<file path="src/rtl/mem_bus_arbiter_pkg.sv">
// Shared definitions for the two-port memory/peripheral bus arbiter:
// sequencer state encoding, port indices and default bus widths.
package mem_bus_arbiter_pkg;

   localparam int DEF_DATA_WIDTH = 16;
   localparam int DEF_ADDR_WIDTH = 11;

   localparam logic PORT_0 = 1'b0;
   localparam logic PORT_1 = 1'b1;

   typedef enum logic [1:0] {
      ST_IDLE  = 2'd0,
      ST_ISSUE = 2'd1,
      ST_WAIT  = 2'd2,
      ST_DONE  = 2'd3
   } state_t;

endpackage

</file>
<file path="src/rtl/mem_bus_arbiter_rr_arbiter2.sv">
// Combinational two-requester round-robin pick: on a tie the port that was
// not served last wins, otherwise the single requester is granted.
module rr_arbiter2
   import mem_bus_arbiter_pkg::*;
(
   input  logic [1:0] req,
   input  logic       last,
   output logic       gnt
);

   always_comb begin
      gnt = PORT_0;
      case (req)
         2'b01:   gnt = PORT_0;
         2'b10:   gnt = PORT_1;
         2'b11:   gnt = ~last;
         default: gnt = PORT_0;
      endcase
   end

endmodule

</file>
<file path="src/rtl/mem_bus_arbiter.sv">
// Two-port round-robin arbiter and access sequencer for the shared data
// memory / peripheral bus; every output is driven straight from a flop.
module mem_bus_arbiter
   import mem_bus_arbiter_pkg::*;
#(
   parameter int DATA_WIDTH = DEF_DATA_WIDTH,
   parameter int ADDR_WIDTH = DEF_ADDR_WIDTH,
   parameter int RD_LATENCY = 1
) (
   input  logic                  i_clk,
   input  logic                  i_rst,
   input  logic                  i_req_0,
   input  logic                  i_wr_0,
   input  logic [ADDR_WIDTH-1:0] i_addr_0,
   input  logic [DATA_WIDTH-1:0] i_data_0,
   output logic                  o_ack_0,
   output logic [DATA_WIDTH-1:0] o_rdata_0,
   input  logic                  i_req_1,
   input  logic                  i_wr_1,
   input  logic [ADDR_WIDTH-1:0] i_addr_1,
   input  logic [DATA_WIDTH-1:0] i_data_1,
   output logic                  o_ack_1,
   output logic [DATA_WIDTH-1:0] o_rdata_1,
   output logic [ADDR_WIDTH-1:0] o_mem_addr,
   output logic [DATA_WIDTH-1:0] o_mem_data,
   output logic                  o_mem_wr,
   output logic                  o_mem_rd,
   input  logic [DATA_WIDTH-1:0] i_mem_data,
   output logic                  o_owner,
   output logic                  o_busy
);

   localparam int CNT_W = (RD_LATENCY > 1) ? $clog2(RD_LATENCY) : 1;

   state_t                state_q, state_d;
   logic [CNT_W-1:0]      cnt_q, cnt_d;
   logic                  last_q, last_d;
   logic                  owner_q, owner_d;
   logic                  wr_q, wr_d;
   logic [ADDR_WIDTH-1:0] addr_q, addr_d;
   logic [DATA_WIDTH-1:0] wdata_q, wdata_d;
   logic                  mem_wr_q, mem_wr_d;
   logic                  mem_rd_q, mem_rd_d;
   logic                  ack0_q, ack0_d;
   logic                  ack1_q, ack1_d;
   logic [DATA_WIDTH-1:0] rdata0_q, rdata0_d;
   logic [DATA_WIDTH-1:0] rdata1_q, rdata1_d;
   logic                  busy_q, busy_d;
   logic                  gnt;

   rr_arbiter2 u_rr_arbiter2 (
      .req  ({i_req_1, i_req_0}),
      .last (last_q),
      .gnt  (gnt)
   );

   // Strobes, acks and busy are computed one state ahead so that they
   // appear registered in exactly the state they belong to.
   always_comb begin
      state_d  = state_q;
      cnt_d    = cnt_q;
      last_d   = last_q;
      owner_d  = owner_q;
      wr_d     = wr_q;
      addr_d   = addr_q;
      wdata_d  = wdata_q;
      mem_wr_d = 1'b0;
      mem_rd_d = 1'b0;
      ack0_d   = 1'b0;
      ack1_d   = 1'b0;
      rdata0_d = rdata0_q;
      rdata1_d = rdata1_q;
      busy_d   = busy_q;

      case (state_q)
         ST_IDLE: begin
            if (i_req_0 || i_req_1) begin
               state_d = ST_ISSUE;
               owner_d = gnt;
               last_d  = gnt;
               busy_d  = 1'b1;
               if (gnt == PORT_1) begin
                  wr_d    = i_wr_1;
                  addr_d  = i_addr_1;
                  wdata_d = i_data_1;
               end else begin
                  wr_d    = i_wr_0;
                  addr_d  = i_addr_0;
                  wdata_d = i_data_0;
               end
               mem_wr_d = wr_d;
               mem_rd_d = ~wr_d;
            end
         end

         ST_ISSUE: begin
            if (wr_q) begin
               state_d = ST_DONE;
               ack0_d  = (owner_q == PORT_0);
               ack1_d  = (owner_q == PORT_1);
            end else begin
               state_d  = ST_WAIT;
               mem_rd_d = 1'b1;
               cnt_d    = CNT_W'(RD_LATENCY - 1);
            end
         end

         // The read strobe stays up until the last wait cycle, where the
         // memory data is valid and is captured for the owning port only.
         ST_WAIT: begin
            if (cnt_q == '0) begin
               state_d = ST_DONE;
               ack0_d  = (owner_q == PORT_0);
               ack1_d  = (owner_q == PORT_1);
               if (owner_q == PORT_1) begin
                  rdata1_d = i_mem_data;
               end else begin
                  rdata0_d = i_mem_data;
               end
            end else begin
               cnt_d    = cnt_q - CNT_W'(1);
               mem_rd_d = 1'b1;
            end
         end

         ST_DONE: begin
            state_d = ST_IDLE;
            busy_d  = 1'b0;
         end

         default: begin
            state_d = ST_IDLE;
            busy_d  = 1'b0;
         end
      endcase
   end

   always_ff @(posedge i_clk or posedge i_rst) begin
      if (i_rst) begin
         state_q  <= ST_IDLE;
         cnt_q    <= '0;
         last_q   <= PORT_1;
         owner_q  <= PORT_0;
         wr_q     <= 1'b0;
         addr_q   <= '0;
         wdata_q  <= '0;
         mem_wr_q <= 1'b0;
         mem_rd_q <= 1'b0;
         ack0_q   <= 1'b0;
         ack1_q   <= 1'b0;
         rdata0_q <= '0;
         rdata1_q <= '0;
         busy_q   <= 1'b0;
      end else begin
         state_q  <= state_d;
         cnt_q    <= cnt_d;
         last_q   <= last_d;
         owner_q  <= owner_d;
         wr_q     <= wr_d;
         addr_q   <= addr_d;
         wdata_q  <= wdata_d;
         mem_wr_q <= mem_wr_d;
         mem_rd_q <= mem_rd_d;
         ack0_q   <= ack0_d;
         ack1_q   <= ack1_d;
         rdata0_q <= rdata0_d;
         rdata1_q <= rdata1_d;
         busy_q   <= busy_d;
      end
   end

   assign o_ack_0    = ack0_q;
   assign o_ack_1    = ack1_q;
   assign o_rdata_0  = rdata0_q;
   assign o_rdata_1  = rdata1_q;
   assign o_mem_addr = addr_q;
   assign o_mem_data = wdata_q;
   assign o_mem_wr   = mem_wr_q;
   assign o_mem_rd   = mem_rd_q;
   assign o_owner    = owner_q;
   assign o_busy     = busy_q;

endmodule

</file>
<file path="config.mk">
export PLATFORM = sky130hd
export DESIGN_NAME = mem_bus_arbiter
export DESIGN_NICKNAME = d
export VERILOG_FILES = /design/src/rtl/mem_bus_arbiter_pkg.sv /design/src/rtl/mem_bus_arbiter_rr_arbiter2.sv /design/src/rtl/mem_bus_arbiter.sv
export SDC_FILE = /design/constraint.sdc
export NUM_CORES = 1
export LEC_CHECK = 0
export ABC_AREA = 0
export CORE_MARGIN = 4
export CORE_UTILIZATION = 30
export CTS_CLUSTER_DIAMETER = 150
export DETAILED_ROUTE_END_ITERATION = 7
export GPL_ROUTABILITY_DRIVEN = 1
export PLACE_DENSITY = 0.73
export SLEW_MARGIN = 20
export SYNTH_ARGS = -nofsm -noshare
export SYNTH_HDL_FRONTEND = slang
export SYNTH_HIERARCHICAL = 1
export SYNTH_SLANG_ARGS = --single-unit
</file>
<file path="constraint.sdc">
create_clock -name i_clk -period 2 [get_ports i_clk]
set_input_delay 0.3 -clock i_clk [delete_from_list [all_inputs] [get_ports i_clk]]
set_output_delay 0.3 -clock i_clk [all_outputs]
set_load 0.02 [all_outputs]
</file>
==> impl_results.md, run 1 <==
- Final setup viols: 0
- Startpoint Class: flop
- Number of synthesized register bits: 69
- Cell area after layout: 4802 sq um
- Vias per cell: 4.422
- Hpwl dp: 5716 um
- Port bufs: 140
- Pins Over Slew Limit: 0
- Mapped Cells: 228
- Ratio of cells with drive above 1 in the final layout: 0.1618
- Setup WS post-layout: 0.2433 ns
- CORE AREA: 9774 sq um
- CTS tree: built
- Crit path time final: 1.757 ns
- Netlist cell types: 25
- Post-synthesis sequential area ratio: 0.5749
- DIE HEIGHT: 108.1 um
- Delay-heaviest family, CP: buffers and inverters
- Global route overflow: 0
- LEAKAGE: 2.133 nW
- Pwr Total: 0.007725 W
- Post-synth top area cell: dfrtp_1
- Setup TNS: 0 ns
- Ant diodes: 0
- Die area: 11680 sq um
- Max-Cap Viols: 0
- Avg Cell Area, Syn: 13.18 sq um
- Pre-Repair DR Iteration Count: 4
- Tcrit/Tclk final: 0.8784
- Crit Path Max Fanout: 4
- Initial antenna violation count: 0
- Clk Tree Root Cell: clkbuf_8
- Fill count: 885
- Status: completed
- Rel. slew slack: 0.7793
- Main area contributors after synthesis: dfrtp_1 57%, mux2_4 10%, mux2i_1 9.3%
- Post-CTS setup repair buffer count: 0
- H-tree depth: 3
- Nets: 453
- Maximum vdd drop: 0.6285 mV
- Max Clk Rate: 569.2 MHz
- Synthesized area: 3005 sq um
- Commonest non-fill, non-tap cells in the layout: 140 x clkdlybuf4s50_1, 68 x dfrtp_1, 31 x nand2_1
- Initial DRC count: 71
- Clock sink count: 69
- Worst path depth: 1
- Cell Chain, Critical Path: clkdlybuf4s50_1
- Worst Path Required: 1.70 ns
- Overall Global Routing Usage: 0.1343
- IO Count: 141
- Worst-Margin Slew: 0.3310 ns
- Crit Path Class: reg -> out
- Clock Pin Slew Worst Setup and Hold Paths: 0.07 ns
- Share of the synthesized area in the top cell type: 0.5662
- Worst-case reg-to-reg path depth: 4
- Pwr dens: 1609 nW/um^2
- CTS max path bufs: 2
- Post-layout util: 0.4913
- Syn Nets: 309
- Final Skew: 0.005822 ns
- WP data arrival: 1.46 ns
- GPL Wtd Cong: 0.7569
- Post-CTS Hold Fix Bufs: 0
- Critical path's largest stage delay: 0.67 ns
- Post-Place Cell Area: 4578 sq um
- Die extent in x: 108.1 um
- Vias in the first global route: 2460
- RR Startpoint: state_q[0]$_DFFE_PP0P_
- Final ANT Viol Nets: 0
- Worst Hold Class: in -> async
- Worst slack at placement: 0.1901 ns
- CP max stage cell: clkdlybuf4s50_1
- Unrepaired setup endpoints after global routing: false
- Yosys warning count: 6
- Final wirelength: 7648 um
- FP Rows: 36
- Most common cell after layout, fill and taps aside: clkdlybuf4s50_1
- DRC: 0
- Clock latency on the worst-skew pair: 0.33 ns
- Total CTS buffers: 9
- Crit. End Element: output pin
- Post-CTS Resized: 0
- Via Count: 2255
- Drt wl/cell: 15.00 um
- Synth-to-Final Area Change: 59.78%
- Buf/Inv on CP: 1
- Largest net degree at the start of global routing: 60
- Starting density of the core: 0.3075
- Worst Setup SP: o_owner$_DFFE_PP0P_
- Global-route wire length before repair: 12080 um
- Final Hold Fails: 0
[worst paths after layout]
path | to | slack [ns]
worst min-delay path | o_mem_addr[1]$_DFFE_PP0P_ | 0.26
worst max-delay path | o_owner | 0.24
min in group i_clk | o_mem_addr[6]$_DFFE_PP0P_ | 0.48
worst min register to register | o_mem_addr[6]$_DFFE_PP0P_ | 0.48
max in group asynchronous | last_q$_DFFE_PP1P_ | 1.09
worst max register to register | state_q[1]$_DFFE_PP0P_ | 0.36
[cell usage after synthesis]
cell / count
a21boi_2: 1
a21oi_1: 1
and2_1: 1
buf_2: 2
buf_4: 5
buf_6: 3
clkbuf_1: 1
dfrtp_1: 68
dfstp_2: 1
ha_1: 5
inv_1: 4
inv_2: 1
mux2_2: 13
mux2_4: 20
mux2i_1: 28
nand2_1: 31
nand2_4: 2
nand2b_1: 1
nor2_1: 4
nor3b_2: 1
o21a_1: 2
o21ai_0: 17
o21ai_1: 13
o22a_1: 1
o31ai_1: 2
[logic make-up after synthesis]
kind of cell / share of synthesized area
and+or+nand+nor: 0.05953
buffers and inverters: 0.03455
adders and majority gates: 0.02082
DFF: 0.5749
muxes: 0.2419
AOI/OAI and AO/OA: 0.06827
[per-layer routing]
metal | global-route usage | share of wire | vias to the layer above
met3 | 0.02448 | 0.053 | 12
met1 | 0.1536 | 0.39 | 1097
li1 | - | - | 1077
met2 | 0.2385 | 0.53 | 69
met5 | 0 | 0 | -
met4 | 0.07033 | 0.021 | 0
[through the flow]
| stage | hold WS [ns] | cells |
|---|---|---|
| after floorplan | 0.4468 | 228 |
| after global placement | 0.4639 | 494 |
| final | 0.2647 | 510 |
| after global routing | 0.2559 | 510 |
| after detailed placement | 0.4695 | 494 |
| after CTS | 0.2414 | 510 |
[layout make-up]
cell class | count | area (sq um) | area share
Clock buffer | 10 | 137.6 | 0.02866
Tap cell | 133 | 166.4 | 0.03465
Inverter | 5 | 22.52 | 0.004690
Clock inverter | 6 | 86.33 | 0.01798
Timing Repair Buffer | 144 | 1469 | 0.3059
Multi-Input combinational cell | 143 | 1192 | 0.2483
Sequential cell | 69 | 1728 | 0.3598
[flip-flops by register name (all words and copies together), names as in the netlist, 2 cells and up]
register / cells
o_mem_addr: 11
o_mem_data: 16
o_rdata_1: 16
o_rdata_0: 16
state_q: 2
[report_power, final]
group | switching, W | leakage (nW) | total [W] | internal, W
combinational | 0.00189 | 1.19 | 0.00397 | 0.00209
clock | 0.000527 | 0.112 | 0.00126 | 0.000734
sequential | 0.000392 | 0.830 | 0.00249 | 0.00210
(Power assumes the default switching activity.)
==> run 2, diff against run 1 <==
- CORE_ASPECT_RATIO: unset -> 0.7
==> run 2 against run 1 <==
Compared with the run above:
- register-to-register slack worse by 0.04 ns
- combinational power hardly changed
- core utilization is 0.86 points higher
- non-clock buffer count is 1 higher
==> impl_results.md, run 2 (same netlist as run 1, synthesis figures left out) <==
- Status: completed (unchanged)
- Crit. End Element: output pin (unchanged)
- Final Hold Fails: 0 (unchanged)
- Ratio of cells with drive above 1 in the final layout: 0.1592 (was 0.1618)
- Setup TNS: 0 ns (unchanged)
- Vias per cell: 4.450 (was 4.422)
- Post-CTS Resized: 0 (unchanged)
- Die area: 11710 sq um (was 11680 sq um)
- Vias in the first global route: 2418 (was 2460)
- CTS max path bufs: 2 (unchanged)
- Via Count: 2247 (was 2255)
- Delay-heaviest family, CP: buffers and inverters (unchanged)
- Crit Path Max Fanout: 4 (unchanged)
- DRC: 0 (unchanged)
- Final Skew: 0.003553 ns (was 0.005822 ns)
- FP Rows: 30 (was 36)
- Clock Pin Slew Worst Setup and Hold Paths: 0.05 ns (was 0.07 ns)
- Hpwl dp: 5900 um (was 5716 um)
- Worst-Margin Slew: 0.3375 ns (was 0.3310 ns)
- IO Count: 141 (unchanged)
- Startpoint Class: flop (unchanged)
- Crit Path Class: reg -> out (unchanged)
- Synth-to-Final Area Change: 61.70% (was 59.78%)
- Unrepaired setup endpoints after global routing: false (unchanged)
- Rel. slew slack: 0.7740 (was 0.7793)
- Worst Hold Class: in -> async (unchanged)
- Cell Chain, Critical Path: clkdlybuf4s50_1 (unchanged)
- Clock latency on the worst-skew pair: 0.32 ns (was 0.33 ns)
- CTS tree: built (unchanged)
- Max-Cap Viols: 0 (unchanged)
- RR Startpoint: state_q[0]$_DFFE_PP0P_ (unchanged)
- CORE AREA: 9722 sq um (was 9774 sq um)
- Max Clk Rate: 579.3 MHz (was 569.2 MHz)
- Final wirelength: 7759 um (was 7648 um)
- Met2 WL: 3918 um (was 4063 um)
- Nets: 454 (was 453)
- Hold_ws: 0.3998 ns (was 0.2647 ns)
- Worst-case reg-to-reg path depth: 4 (unchanged)
- Buf/Inv on CP: 1 (unchanged)
- Starting density of the core: 0.3091 (was 0.3075)
- Post-CTS Hold Fix Bufs: 0 (unchanged)
- Initial DRC count: 49 (was 71)
- Tcrit/Tclk final: 0.8631 (was 0.8784)
- Most common cell after layout, fill and taps aside: clkdlybuf4s50_1 (unchanged)
- Die extent in x: 127.6 um (was 108.1 um)
- Met1 Wirelength: 3285 um (was 3014 um)
- Met3 routed WL: 447 um (was 405 um)
- Final setup viols: 0 (unchanged)
- Critical path's largest stage delay: 0.66 ns (was 0.67 ns)
- Worst Path Required: 1.70 ns (about the same)
- Port bufs: 140 (unchanged)
- Ant diodes: 0 (unchanged)
- DIE HEIGHT: 91.74 um (was 108.1 um)
- Pre-Repair DR Iteration Count: 4 (unchanged)
- Pwr Total: 0.007902 W (was 0.007725 W)
- Fill count: 889 (was 885)
- Pwr dens: 1626 nW/um^2 (was 1609 nW/um^2)
- RR Endpoint: state_q[1]$_DFFE_PP0P_ (unchanged)
- Clock sink count: 69 (unchanged)
- LEAKAGE: 2.158 nW (was 2.133 nW)
- Maximum vdd drop: 0.7983 mV (was 0.6285 mV)
- H-tree depth: 3 (unchanged)
- Total CTS buffers: 9 (unchanged)
- Largest net degree at the start of global routing: 57 (was 60)
- Crit path time final: 1.726 ns (was 1.757 ns)
- Initial antenna violation count: 0 (unchanged)
- Cell area after layout: 4860 sq um (was 4802 sq um)
- WP data arrival: 1.43 ns (was 1.46 ns)
- Highest Signal Layer: met4 (unchanged)
- GPL Wtd Cong: 0.7138 (was 0.7569)
- Commonest non-fill, non-tap cells in the layout: 140 x clkdlybuf4s50_1, 68 x dfrtp_1, 31 x nand2_1 (unchanged)
- Pins Over Slew Limit: 0 (unchanged)
- Post-CTS setup repair buffer count: 0 (unchanged)
- Clk Tree Root Cell: clkbuf_16 (was clkbuf_8)
- Post-Place Cell Area: 4592 sq um (was 4578 sq um)
- R2r setup slk: 0.32 ns (was 0.36 ns)
- Overall Global Routing Usage: 0.1362 (was 0.1343)
- Global route overflow: 0 (unchanged)
- CP max stage cell: clkdlybuf4s50_1 (unchanged)
- Drt wl/cell: 15.36 um (was 15.00 um)
- Global-route wire length before repair: 12730 um (was 12080 um)
- Final ANT Viol Nets: 0 (unchanged)
## run 2: cell types whose count changed in the layout (fill, tap and decap cells not counted)
cell	change
clkbuf_1	+1
clkbuf_16	+9
bufinv_16	-2
clkbuf_8	-9
buf_12	+1
clkinv_4	-1
clkinvlp_4	+1
## run 2: final cells by class
type | count | area [sq um] | share of cell area
Clock buffer | 11 | 242.7 | 0.04995
Clock inverter | 4 | 25.02 | 0.005149
Inverter | 5 | 22.52 | 0.004634
Multi-Input combinational cell | 143 | 1192 | 0.2454
Sequential cell | 69 | 1728 | 0.3556
Tap cell | 128 | 160.2 | 0.03296
Timing Repair Buffer | 145 | 1489 | 0.3064
## run 2: where the power goes
part           internal (W)  switching, W
Sequential          0.00211      0.000409
Combinational       0.00209       0.00188
Clock              0.000860      0.000551
Total               0.00506       0.00284
## run 2: through the flow
stage	worst slack [ns]	util	cells
after floorplan	0.5606	-	228
after global placement	0.1661	0.4723	490
after detailed placement	0.07894	0.4723	490
after CTS	0.2503	0.4999	505
after global routing	0.2374	0.4999	505
final	0.2738	0.4999	505
## run 2: layer usage
layer / up-vias / global-route usage
li1: 1069 / -
met1: 1098 / 0.1671
met2: 70 / 0.2255
met3: 10 / 0.04715
met4: 0 / 0.04329
met5: - / 0
## run 2: worst max path at each step
stage	from	to	cells after the start
2_1_floorplan	state_q[0]$_DFFE_PP0P_	o_rdata_1[0]$_DFFE_PP0P_	5
3_5_place_dp	i_req_1	o_mem_data[0]$_DFFE_PP0P_	5
5_1_grt	o_owner$_DFFE_PP0P_	o_owner	1
4_1_cts	o_owner$_DFFE_PP0P_	o_owner	1
3_3_place_gp	i_req_1	o_mem_rd$_DFF_PP0_	5
6_report	o_owner$_DFFE_PP0P_	o_owner	1
